<file path="src/rtl/load_store_unit.sv">
// load_store_unit: variable-latency load/store unit between execute stage and data memory
module load_store_unit #(
  parameter int XLEN    = 32,
  parameter int TIMEOUT = 255
) (
  input  logic              clk,
  input  logic              reset,
  input  logic              ip_req_valid,
  output logic              op_req_ready,
  input  logic              ip_req_store,
  input  logic [2:0]        ip_req_funct3,
  input  logic [XLEN-1:0]   ip_req_addr,
  input  logic [XLEN-1:0]   ip_req_wdata,
  output logic              op_resp_valid,
  output logic [XLEN-1:0]   op_resp_rdata,
  output logic              op_resp_err,
  output logic [1:0]        op_resp_cause,
  output logic [XLEN-1:0]   op_data_addr,
  output logic              op_data_wr,
  output logic [XLEN/8-1:0] op_data_mask,
  output logic [XLEN-1:0]   op_data_from_proc,
  output logic              op_data_rd,
  input  logic              ip_data_valid,
  input  logic [XLEN-1:0]   ip_data_from_dmem
);
  localparam int NB = XLEN / 8;
  localparam int OW = $clog2(NB);
  localparam int CW = TIMEOUT > 0 ? $clog2(TIMEOUT + 1) : 1;

  typedef enum logic [1:0] {IDLE, BUSY, RESP} state_t;

  state_t state, state_n;
  logic [CW-1:0] cnt;
  logic [OW-1:0] off;
  logic [2:0] f3;
  logic [2:0] am;
  logic [NB-1:0] ones;
  logic illegal, misal, timeout;
  logic [XLEN-1:0] sh, up, ldata;
  logic signed [XLEN-1:0] sx;
  logic [6:0] esh;

  assign op_req_ready = state == IDLE;

  // Request decode, timeout detect and load-result extraction
  always_comb begin
    am = 3'((4'd1 << ip_req_funct3[1:0]) - 4'd1);
    ones = NB'((9'd1 << (4'd1 << ip_req_funct3[1:0])) - 9'd1);
    illegal = ip_req_funct3 == 3'b111 || (ip_req_store && ip_req_funct3[2]) ||
              (XLEN == 32 && (ip_req_funct3 == 3'b011 || ip_req_funct3 == 3'b110));
    misal = |(ip_req_addr[2:0] & am);
    timeout = TIMEOUT != 0 && cnt == CW'(TIMEOUT) && !ip_data_valid;
    sh = ip_data_from_dmem >> {off, 3'b000};
    esh = 7'(XLEN) - (7'd8 << f3[1:0]);
    up = sh << esh;
    sx = $signed(up) >>> esh;
    ldata = f3[2] ? up >> esh : sx;
  end

  // Next-state logic
  always_comb begin
    state_n = state;
    case (state)
      IDLE: state_n = ip_req_valid ? ((illegal || misal) ? RESP : BUSY) : IDLE;
      BUSY: state_n = (ip_data_valid || timeout) ? RESP : BUSY;
      default: state_n = IDLE;
    endcase
  end

  // State register
  always_ff @(posedge clk or posedge reset)
    if (reset) state <= IDLE;
    else state <= state_n;

  // Registered bus and response outputs; response fields live for one cycle only
  always_ff @(posedge clk or posedge reset) begin
    if (reset) begin
      op_resp_valid <= 1'b0;
      op_resp_rdata <= '0;
      op_resp_err <= 1'b0;
      op_resp_cause <= 2'd0;
      op_data_addr <= '0;
      op_data_wr <= 1'b0;
      op_data_rd <= 1'b0;
      op_data_mask <= '0;
      op_data_from_proc <= '0;
      cnt <= '0;
      off <= '0;
      f3 <= 3'd0;
    end else begin
      op_resp_valid <= 1'b0;
      op_resp_rdata <= '0;
      op_resp_err <= 1'b0;
      op_resp_cause <= 2'd0;
      if (state == IDLE && ip_req_valid) begin
        if (illegal || misal) begin
          op_resp_valid <= 1'b1;
          op_resp_err <= 1'b1;
          op_resp_cause <= illegal ? 2'd3 : 2'd1;
        end else begin
          op_data_addr <= ip_req_addr & ~XLEN'(NB - 1);
          op_data_rd <= !ip_req_store;
          op_data_wr <= ip_req_store;
          op_data_mask <= ones << ip_req_addr[OW-1:0];
          op_data_from_proc <= ip_req_wdata << {ip_req_addr[OW-1:0], 3'b000};
          off <= ip_req_addr[OW-1:0];
          f3 <= ip_req_funct3;
          cnt <= '0;
        end
      end else if (state == BUSY) begin
        if (ip_data_valid || timeout) begin
          op_data_addr <= '0;
          op_data_rd <= 1'b0;
          op_data_wr <= 1'b0;
          op_data_mask <= '0;
          op_data_from_proc <= '0;
          op_resp_valid <= 1'b1;
          op_resp_rdata <= (ip_data_valid && op_data_rd) ? ldata : '0;
          op_resp_err <= !ip_data_valid;
          op_resp_cause <= ip_data_valid ? 2'd0 : 2'd2;
        end else begin
          cnt <= cnt + 1'b1;
        end
      end
    end
  end
endmodule

</file>
<file path="config.mk">
export PLATFORM = sky130hd
export DESIGN_NAME = load_store_unit
export DESIGN_NICKNAME = d
export VERILOG_FILES = /design/src/rtl/load_store_unit.sv
export SDC_FILE = /design/constraint.sdc
export NUM_CORES = 1
export LEC_CHECK = 0
export CAP_MARGIN = 20
export CORE_MARGIN = 4
export CORE_UTILIZATION = 45
export CTS_BUF_LIST = sky130_fd_sc_hd__clkbuf_4 sky130_fd_sc_hd__clkbuf_8
export CTS_CLUSTER_SIZE = 12
export DETAILED_ROUTE_END_ITERATION = 8
export GPL_ROUTABILITY_DRIVEN = 1
export GPL_TIMING_DRIVEN = 1
export PLACE_DENSITY = 0.83
export SYNTH_ARGS = -nofsm -noshare
export SYNTH_HDL_FRONTEND = slang
export SYNTH_SLANG_ARGS = --single-unit
</file>
<file path="constraint.sdc">
create_clock -name clk -period 7.71 [get_ports clk]
set_input_delay 1.1565 -clock clk [delete_from_list [all_inputs] [get_ports clk]]
set_output_delay 1.1565 -clock clk [all_outputs]
set_load 0.1 [all_outputs]
</file>
==> impl_metrics.toml, run 1 <==
[outcome]
outcome = "finished, final reports clean"

[floorplan]
die-area_sq_um = 14600
chipWidth_microns = 121
pin_count = 211
initial_utilization = 0.457
coreArea_sq_um = 12600
die_h_microns = 121
fp-row-count = 41

[pwr]
p_leak_nw = 3.57
combPwrFrac = 0.490
powerDensity_nw_per_um2 = 355
p_switching_w = 0.00146
swShare = 0.490
seqPwrFrac = 0.284
p_int_w = 0.00152
ir_worst_vdd_mv = 0.326
pwr-share-clk = 0.227

[synth]
synth_common_cells = "119 x dfrtp_1, 84 x o21ai_0, 37 x mux2_2"
synth_edf_count = 0
synth_top_area_frac = 0.519
ys_warn_count = 0
ys.flop_type = "dfrtp_1"
syn_avg_cell_area_sq_um = 10.6
synth-seq-cells = 119
synth.most_common_cell = "dfrtp_1"
postSynthCellCount = 541
synth_top_cell_by_area = "dfrtp_1"
synth_area_leaders = "dfrtp_1 52%, o21ai_0 7.3%, mux2_2 7.3%"
synth_cell_type_count = 48
synthesis.area_sq_um = 5740
yosysSeqAreaShare = 0.519
async_reset_ff_frac = 1.00

[cts]
root_buffer = "clkbuf_8"
cts.clk_slew.worst_paths_ns = 0.08
cts_resized = 0
cts.sinks = 119
cts_buffers = 17
clkLatencyLatePin_ns = 0.43
cts_setup_buffers = 0
ctsLongestPathBuffers = 2
cts_tree = "yes"
h-tree-depth = 4
postCtsHoldBufs = 0

[timing]
timing.slew.headroom = 0.285
setup_ws_ns = 3.12
grt_setup_unrepaired = "false"
fin_crit_sh = 0.595
finalSetupViolations = 0
setup_tns_ns = 0
max_slew.worst_pin.slew_ns = 1.07
final_max_slew_viol_count = 0
period_minus_slack_ns = 4.59
fmax_ghz = 0.218
finalHoldViolations = 0
fin_worst_skew_ns = 0.00820

[drt]
drtPass1Iterations = 5
vias = 5240
drt_wl_total_microns = 18100
initialDrtViolationCount = 423
vias_per_cell = 5.73
route.detailed.drc = 0
wl_per_cell_microns = 19.8
drtAntennaViolNets = 0

[critical_path]
cp.required_ns = 8.03
crit_slowest_cell = "o22ai_2"
r2r_end = "op_data_from_proc[12]$_DFFE_PP0P_"
startpoint = "ip_req_addr[0]"
end_kind = "flip-flop"
worst-r2r-setup-slack_ns = 5.15
path_delay_family = "compound AO/OA/AOI/OAI gates"
critPathMaxStageDelay_ns = 1.19
cp_max_fo = 27
critPathArrivalTime_ns = 4.91
path_class = "in -> reg"
crit_path_end = "op_data_from_proc[12]$_DFFE_PP0P_"
cp-start-kind = "input port"
reg2regPathDepth = 5
timing.rr.start = "cnt[0]$_DFFE_PP0P_"
worst-path-stages = 5
path_cells = "clkdlybuf4s50_1 -> o21ai_0 -> nand4_1 -> o22ai_2 -> mux2_2"
critical_path_buf_inv_count = 1

[grt]
antenna_found_initial = 0
grt_util_all_layers = 0.248
overflow = 0
grt_pass1_wl_microns = 28300
grt_max_degree = 90
grt_pass1_vias = 5532

[min_path]
hp-class = "reg -> reg"

[layout]
nNetsFinal = 837
drive_gt1_frac = 0.119
antenna_cells = 0
area_growth_pct = 46.5

[place]
dpl_worst_slack_ns = 2.74
gp_congestion = 0.890
post-dp-hpwl_microns = 12800
port_buffers = 208

[flow_run]
maxCapViolCount = 0
kinds of logic after synthesis:
kind of cell | synth area share
compound gates | 0.208
flops | 0.519
simple gates | 0.0926
mux | 0.124
buf+inv | 0.0407
xor+xnor | 0.00762
fa+ha+maj | 0.00871
other cells | 0.000653
through the flow:
step	instances	util	cell area, sq um	hold WS (ns)	power, W
global route	914	0.669	8410	0.535	0.00310
detailed placement	880	0.628	7890	0.496	0.00231
CTS	912	0.666	8370	0.522	0.00299
floorplan	542	-	5750	0.471	0.00192
finish	914	0.669	8410	0.517	0.00299
global placement	880	0.628	7890	0.483	0.00229
worst min path at each step:
stage / cells after the start / slack (ns) / endpoint / startpoint
2_1_floorplan: 1 / 0.47 / cnt[0]$_DFFE_PP0P_ / cnt[0]$_DFFE_PP0P_
3_3_place_gp: 1 / 0.48 / cnt[0]$_DFFE_PP0P_ / cnt[0]$_DFFE_PP0P_
3_5_place_dp: 1 / 0.50 / op_data_from_proc[18]$_DFFE_PP0P_ / op_data_from_proc[18]$_DFFE_PP0P_
4_1_cts: 1 / 0.52 / op_data_mask[1]$_DFFE_PP0P_ / op_data_mask[1]$_DFFE_PP0P_
5_1_grt: 1 / 0.54 / cnt[0]$_DFFE_PP0P_ / cnt[0]$_DFFE_PP0P_
6_report: 1 / 0.52 / cnt[0]$_DFFE_PP0P_ / cnt[0]$_DFFE_PP0P_
cell type report:
cell class	instances	area, sq um
inverter	10	40.0
tap	172	215
fill	993	4160
clock inverter	13	218
timing repair buffer	214	2160
sequential	119	2980
multi-input combinational	367	2550
clock buffer	19	255
power groups by stage:
stage | Combinational, W | Sequential [W] | Clock (W)
2_1_floorplan | 0.000319 | 0.00160 | 0
3_3_place_gp | 0.00144 | 0.000850 | 0
3_5_place_dp | 0.00146 | 0.000854 | 0
4_1_cts | 0.00146 | 0.000845 | 0.000686
5_1_grt | 0.00152 | 0.000864 | 0.000716
6_report | 0.00146 | 0.000847 | 0.000677
cell usage in the layout (no fill, tap or decap), types with 6 or more instances in the layout:
cell type,instances
and2_1,9
o22ai_1,19
clkbuf_8,18
nor2b_1,10
nor2_1,32
nand2_1,23
mux2_2,37
nand2b_1,6
inv_1,9
a211oi_1,14
a21o_1,9
mux2i_1,27
a22oi_1,8
o2bb2ai_1,32
o21ai_0,84
clkdlybuf4s50_1,208
a21oi_1,10
dfrtp_1,119
per-layer routing:
layer | GRT usage | wire length [microns] | vias to the layer above
met4 | 0.0956 | 546 | 0
li1 | - | - | 2353
met1 | 0.310 | 7170 | 2576
met3 | 0.0811 | 1600 | 44
met5 | 0 | 0 | -
met2 | 0.401 | 8770 | 267
flip-flops by register name, summed over array words and instances (netlist names):
register / count
op_data_from_proc: 32
op_resp_valid: 1
op_resp_rdata: 32
f3: 3
off: 2
state: 2
op_data_rd: 1
cnt: 8
op_data_wr: 1
op_resp_err: 1
op_data_addr: 30
op_data_mask: 4
op_resp_cause: 2
worst reg2reg max path: cells and delay by family (launching register included):
family | cells | cell delay, ns
AOI/OAI and AO/OA | 2 | 1.16
adders and majority gates | 1 | 0.22
DFF | 1 | 0.39
muxes | 1 | 0.43
and+or+nand+nor | 1 | 0.24
Note: power is estimated with default switching activity, not from simulation.
==> run 2, diff against run 1 <==
--- a/config.mk
+++ b/config.mk
@@ -7,13 +7,13 @@
 export LEC_CHECK = 0
 export CAP_MARGIN = 20
 export CORE_MARGIN = 4
-export CORE_UTILIZATION = 45
+export CORE_UTILIZATION = 42
 export CTS_BUF_LIST = sky130_fd_sc_hd__clkbuf_4 sky130_fd_sc_hd__clkbuf_8
 export CTS_CLUSTER_SIZE = 12
 export DETAILED_ROUTE_END_ITERATION = 8
 export GPL_ROUTABILITY_DRIVEN = 1
 export GPL_TIMING_DRIVEN = 1
-export PLACE_DENSITY = 0.83
+export PLACE_DENSITY = 0.81
 export SYNTH_ARGS = -nofsm -noshare
 export SYNTH_HDL_FRONTEND = slang
 export SYNTH_SLANG_ARGS = --single-unit
==> constraint.sdc (replaced) <==
create_clock -name clk -period 3.8 [get_ports clk]
set_input_delay 0.57 -clock clk [delete_from_list [all_inputs] [get_ports clk]]
set_output_delay 0.57 -clock clk [all_outputs]
set_load 0.1 [all_outputs]
==> run 2 against run 1 <==
Core utilization fell by 4.0 points. Count of clock-buffer cells in the layout grew 2. Wire length shrank 2.8%. Clock skew grew 0.0039 ns. Via count is 2.3% lower. Critical path depth fell by 3. Critical path type is now reg -> out.
==> impl_metrics.toml, run 2 (same netlist as run 1, synthesis figures left out) <==
[cts]
postCtsHoldBufs = 0
cts_resized = 0
h-tree-depth = 4
cts_buffers = 17
cts.sinks = 119
cts.clk_slew.worst_paths_ns = 0.08
cts_setup_buffers = 0
ctsLongestPathBuffers = 2
root_buffer = "clkbuf_8"
clkLatencyLatePin_ns = 0.43
cts_tree = "yes"

[drt]
drtAntennaViolNets = 0
drt_wl_total_microns = 17600
initialDrtViolationCount = 354
vias = 5121
drtPass1Iterations = 5
wl_per_cell_microns = 19.1
vias_per_cell = 5.55
route.detailed.drc = 0

[grt]
grt_pass1_vias = 5408
grt_max_degree = 64
antenna_found_initial = 0
grt_pass1_wl_microns = 28300
overflow = 0
grt_util_all_layers = 0.225

[critical_path]
cp_max_fo = 5
end_kind = "output port"
cp-start-kind = "flip-flop"
critPathArrivalTime_ns = 2.26
cp.required_ns = 3.23
path_class = "reg -> out"

[pwr]
pwr-share-clk = 0.208
seqPwrFrac = 0.293
p_int_w = 0.00297
p_leak_nw = 3.54
swShare = 0.497
p_switching_w = 0.00294
powerDensity_nw_per_um2 = 706
ir_worst_vdd_mv = 0.565
combPwrFrac = 0.499

[timing]
timing.slew.headroom = 0.283
whs_ns = 0.502
finalSetupViolations = 0
grt_setup_unrepaired = "false"
fmax_ghz = 0.353
finalHoldViolations = 0
fin_worst_skew_ns = 0.0121
setup_tns_ns = 0
final_max_slew_viol_count = 0
max_slew.worst_pin.slew_ns = 1.07
period_minus_slack_ns = 2.83
fin_crit_sh = 0.745

[layout]
drive_gt1_frac = 0.123
mostFrequentLayoutCell = "clkdlybuf4s50_1"
finalInstanceArea_sq_um = 8370
area_growth_pct = 45.7
nFillCells = 1106
nNetsFinal = 841
antenna_cells = 0
reg_top3 = "op_data_from_proc: 32 flops, op_resp_rdata: 32 flops, op_data_addr: 30 flops"
final_cell_mix = "208 x clkdlybuf4s50_1, 119 x dfrtp_1, 84 x o21ai_0"

[floorplan]
chipWidth_microns = 125
pin_count = 211
die-area_sq_um = 15600
fp-row-count = 42
die_h_microns = 125
coreArea_sq_um = 13300
initial_utilization = 0.432

[place]
dpl_cell_area_sq_um = 7940
post-dp-hpwl_microns = 12500
port_buffers = 208
gp_congestion = 0.957

[flow_run]
maxCapViolCount = 0

[outcome]
outcome = "finished, final reports clean"

[min_path]
hp-class = "reg -> reg"
[run 2: changes by cell type in the layout (fill, tap and decap cells not counted)]
cell,change
buf_12,-1
buf_16,-1
buf_4,+6
bufinv_16,-2
clkbuf_4,+1
clkbuf_8,+1
clkinv_2,+2
clkinv_4,-1
clkinvlp_4,+2
inv_6,-3
[run 2: final timing paths]
kind	from	to	slack [ns]	depth (start not counted)
setup reg to reg	off[1]$_DFFE_PP0P_	op_resp_rdata[24]$_DFF_PP0_	1.27	3
setup / recovery	state[0]$_DFF_PP0_	op_req_ready	0.97	2
hold reg to reg	cnt[0]$_DFFE_PP0P_	cnt[0]$_DFFE_PP0P_	0.50	1
min in group asynchronous	reset	op_resp_rdata[3]$_DFF_PP0_	0.64	2
max in group asynchronous	reset	op_data_addr[6]$_DFFE_PP0P_	2.29	3
hold / removal	cnt[0]$_DFFE_PP0P_	cnt[0]$_DFFE_PP0P_	0.50	1
[run 2: critical path, cell delays in order (launching register included)]
cell and delay (ns):
dfrtp_1 0.43, nor2_1 0.21, clkdlybuf4s50_1 1.19
[run 2: power by group through the flow]
stage          clock (W)  combinational, W  sequential (W)
2_1_floorplan          0          0.000647         0.00326
3_3_place_gp           0           0.00292         0.00173
3_5_place_dp           0           0.00295         0.00174
4_1_cts          0.00125           0.00296         0.00173
5_1_grt          0.00131           0.00307         0.00176
6_report         0.00123           0.00295         0.00173
[run 2: through the flow]
step,util,power (W),std cells,setup WS (ns)
CTS,0.629,0.00593,922,0.921
detailed placement,0.597,0.00469,890,0.630
finish,0.629,0.00590,922,0.969
floorplan,-,0.00390,542,0.0725
global placement,0.597,0.00466,890,0.713
global route,0.629,0.00614,922,0.870
[run 2: metal layers]
| layer | wire, microns | share of wire | up-vias | track usage |
|---|---|---|---|---|
| li1 | - | - | 2349 | - |
| met1 | 7340 | 0.42 | 2489 | 0.287 |
| met2 | 8460 | 0.48 | 250 | 0.359 |
| met3 | 1350 | 0.077 | 33 | 0.0772 |
| met4 | 433 | 0.025 | 0 | 0.0804 |
| met5 | 0 | 0 | - | 0 |
[run 2: final cells by class]
| type | instances | area, sq um | area share |
|---|---|---|---|
| Sequential cell | 119 | 2980 | 0.356 |
| Clock inverter | 11 | 148 | 0.0176 |
| Tap cell | 176 | 220 | 0.0263 |
| Inverter | 10 | 40.0 | 0.00479 |
| Timing Repair Buffer | 218 | 2160 | 0.258 |
| Multi-Input combinational cell | 367 | 2550 | 0.304 |
| Clock buffer | 21 | 277 | 0.0330 |
==> run 3, diff against run 2 <==
==> constraint.sdc (replaced) <==
create_clock -name clk -period 2.3 [get_ports clk]
set_input_delay 0.345 -clock clk [delete_from_list [all_inputs] [get_ports clk]]
set_output_delay 0.345 -clock clk [all_outputs]
set_load 0.1 [all_outputs]
==> run 3 against run 2 <==
Cell count up 3.5%. Global-route usage up 0.90 points. Design area up 1.2%. Core utilization up 0.78 points. Largest cell class unchanged. Die area unchanged. Critical path depth up 5. Non-clock buffer count up 32. Flip-flop and latch count unchanged. Critical path type is now reg -> reg. Combinational power up 67%.
==> impl_metrics.toml, run 3 (same netlist as run 1, synthesis figures left out) <==
[outcome]
outcome = "finished, final reports clean"

[place]
post-dp-hpwl_microns = 13300
port_buffers = 208
gp_congestion = 0.939

[drt]
initialDrtViolationCount = 388
drt_wl_total_microns = 18600
drtAntennaViolNets = 0
route.detailed.drc = 0
wl_per_cell_microns = 19.5
vias_per_cell = 5.55
drtPass1Iterations = 5
vias = 5298

[layout]
nFillCells = 1097
drive_gt1_frac = 0.297
nNetsFinal = 874
reg_top3 = "op_data_from_proc: 32 flops, op_resp_rdata: 32 flops, op_data_addr: 30 flops"
area_growth_pct = 47.5
antenna_cells = 0
mostFrequentLayoutCell = "buf_4"
final_cell_mix = "138 x buf_4, 118 x dfrtp_1, 101 x clkdlybuf4s50_1"

[timing]
final_max_slew_viol_count = 0
fin_worst_skew_ns = 0.00843
period_minus_slack_ns = 2.08
finalHoldViolations = 0
fmax_ghz = 0.481
max_slew.worst_pin.slew_ns = 0.692
grt_setup_unrepaired = "false"
fin_crit_sh = 0.904
finalSetupViolations = 0
setup_tns_ns = 0
timing.slew.headroom = 0.538

[critical_path]
cp-start-kind = "flip-flop"
startpoint = "cnt[0]$_DFFE_PP0P_"
worst-r2r-setup-slack_ns = 0.22
critPathArrivalTime_ns = 2.39
timing.rr.start = "cnt[0]$_DFFE_PP0P_"
r2r_end = "op_data_from_proc[13]$_DFFE_PP0P_"
path_class = "reg -> reg"
cp.required_ns = 2.61
cp_max_fo = 9
crit_path_end = "op_data_from_proc[13]$_DFFE_PP0P_"
end_kind = "flip-flop"
reg2regPathDepth = 7

[cts]
cts.sinks = 119
h-tree-depth = 4
clkLatencyLatePin_ns = 0.42
cts_tree = "yes"
ctsLongestPathBuffers = 2
cts.clk_slew.worst_paths_ns = 0.07
root_buffer = "clkbuf_8"
cts_buffers = 17
postCtsHoldBufs = 0

[grt]
grt_pass1_vias = 5435
grt_pass1_wl_microns = 29400
overflow = 0
grt_util_all_layers = 0.234
antenna_found_initial = 0
grt_max_degree = 53

[pwr]
finalPower_w = 0.00970
p_switching_w = 0.00488
p_leak_nw = 3.93
seqPwrFrac = 0.289
powerDensity_nw_per_um2 = 1150
pwr-share-clk = 0.202
combPwrFrac = 0.509
p_int_w = 0.00482
swShare = 0.503
ir_worst_vdd_mv = 1.22

[floorplan]
pin_count = 211
die-area_sq_um = 15600
die_h_microns = 125
coreArea_sq_um = 13300
fp-row-count = 42
initial_utilization = 0.432
chipWidth_microns = 125

[min_path]
hp-class = "in -> async"

[flow_run]
maxCapViolCount = 0
-- run 3: layer usage --
| layer | part of all wire | track usage | wire length, microns |
|---|---|---|---|
| met5 | 0 | 0 | 0 |
| met4 | 0.013 | 0.0625 | 240 |
| met3 | 0.075 | 0.0814 | 1390 |
| met2 | 0.50 | 0.388 | 9260 |
| met1 | 0.41 | 0.295 | 7680 |
-- run 3: cell type report --
type                            instances  area [sq um]  area share
Inverter                               10          41.3     0.00487
Clock inverter                         12           154      0.0182
Sequential cell                       119          2980       0.352
Tap cell                              176           220      0.0260
Clock buffer                           19           255      0.0301
Multi-Input combinational cell        368          2580       0.304
Timing Repair Buffer                  250          2240       0.265
-- run 3: power groups by stage --
stage,clock [W],sequential (W),combinational (W)
after CTS,0.00201,0.00281,0.00492
after global routing,0.00212,0.00287,0.00513
final,0.00196,0.00281,0.00493
after floorplan,0,0.00538,0.00108
after detailed placement,0,0.00283,0.00491
after global placement,0,0.00283,0.00485
-- run 3: worst min-delay path by stage --
stage	endpoint	slack, ns	startpoint
global route	op_resp_rdata[21]$_DFF_PP0_	0.27	reset
floorplan	op_data_rd$_DFFE_PP0P_	0.45	ip_req_store
detailed placement	op_data_from_proc[10]$_DFFE_PP0P_	0.50	op_data_from_proc[10]$_DFFE_PP0P_
CTS	op_resp_rdata[0]$_DFF_PP0_	0.26	reset
global placement	cnt[0]$_DFFE_PP0P_	0.48	cnt[0]$_DFFE_PP0P_
finish	op_resp_valid$_DFF_PP0_	0.28	reset
-- run 3: metrics by stage --
step	cells	worst slack, ns	util	cell area (sq um)	hold slack, ns
finish	954	0.221	0.637	8470	0.279
global route	954	0.121	0.637	8470	0.273
CTS	951	0.0203	0.631	8390	0.264
floorplan	542	0.0000853	-	5770	0.453
detailed placement	919	-0.417	0.600	7980	0.499
global placement	919	-0.340	0.600	7980	0.481
-- run 3: what timing repair did --
item | CTS | global route
pin swaps | 1 | 2
gates cloned | 1 | 2
buffers inserted | 0 | 1
setup endpoints to repair | 4 | 64
resized for setup | 0 | 6
-- run 3: worst max-delay path: stages (launching register included) --
cell       delay [ns]
dfrtp_1          0.38
ha_1             0.22
and4_1           0.24
a41oi_1          0.13
buf_4            0.20
o22ai_4          0.23
clkbuf_16        0.23
mux2_2           0.33
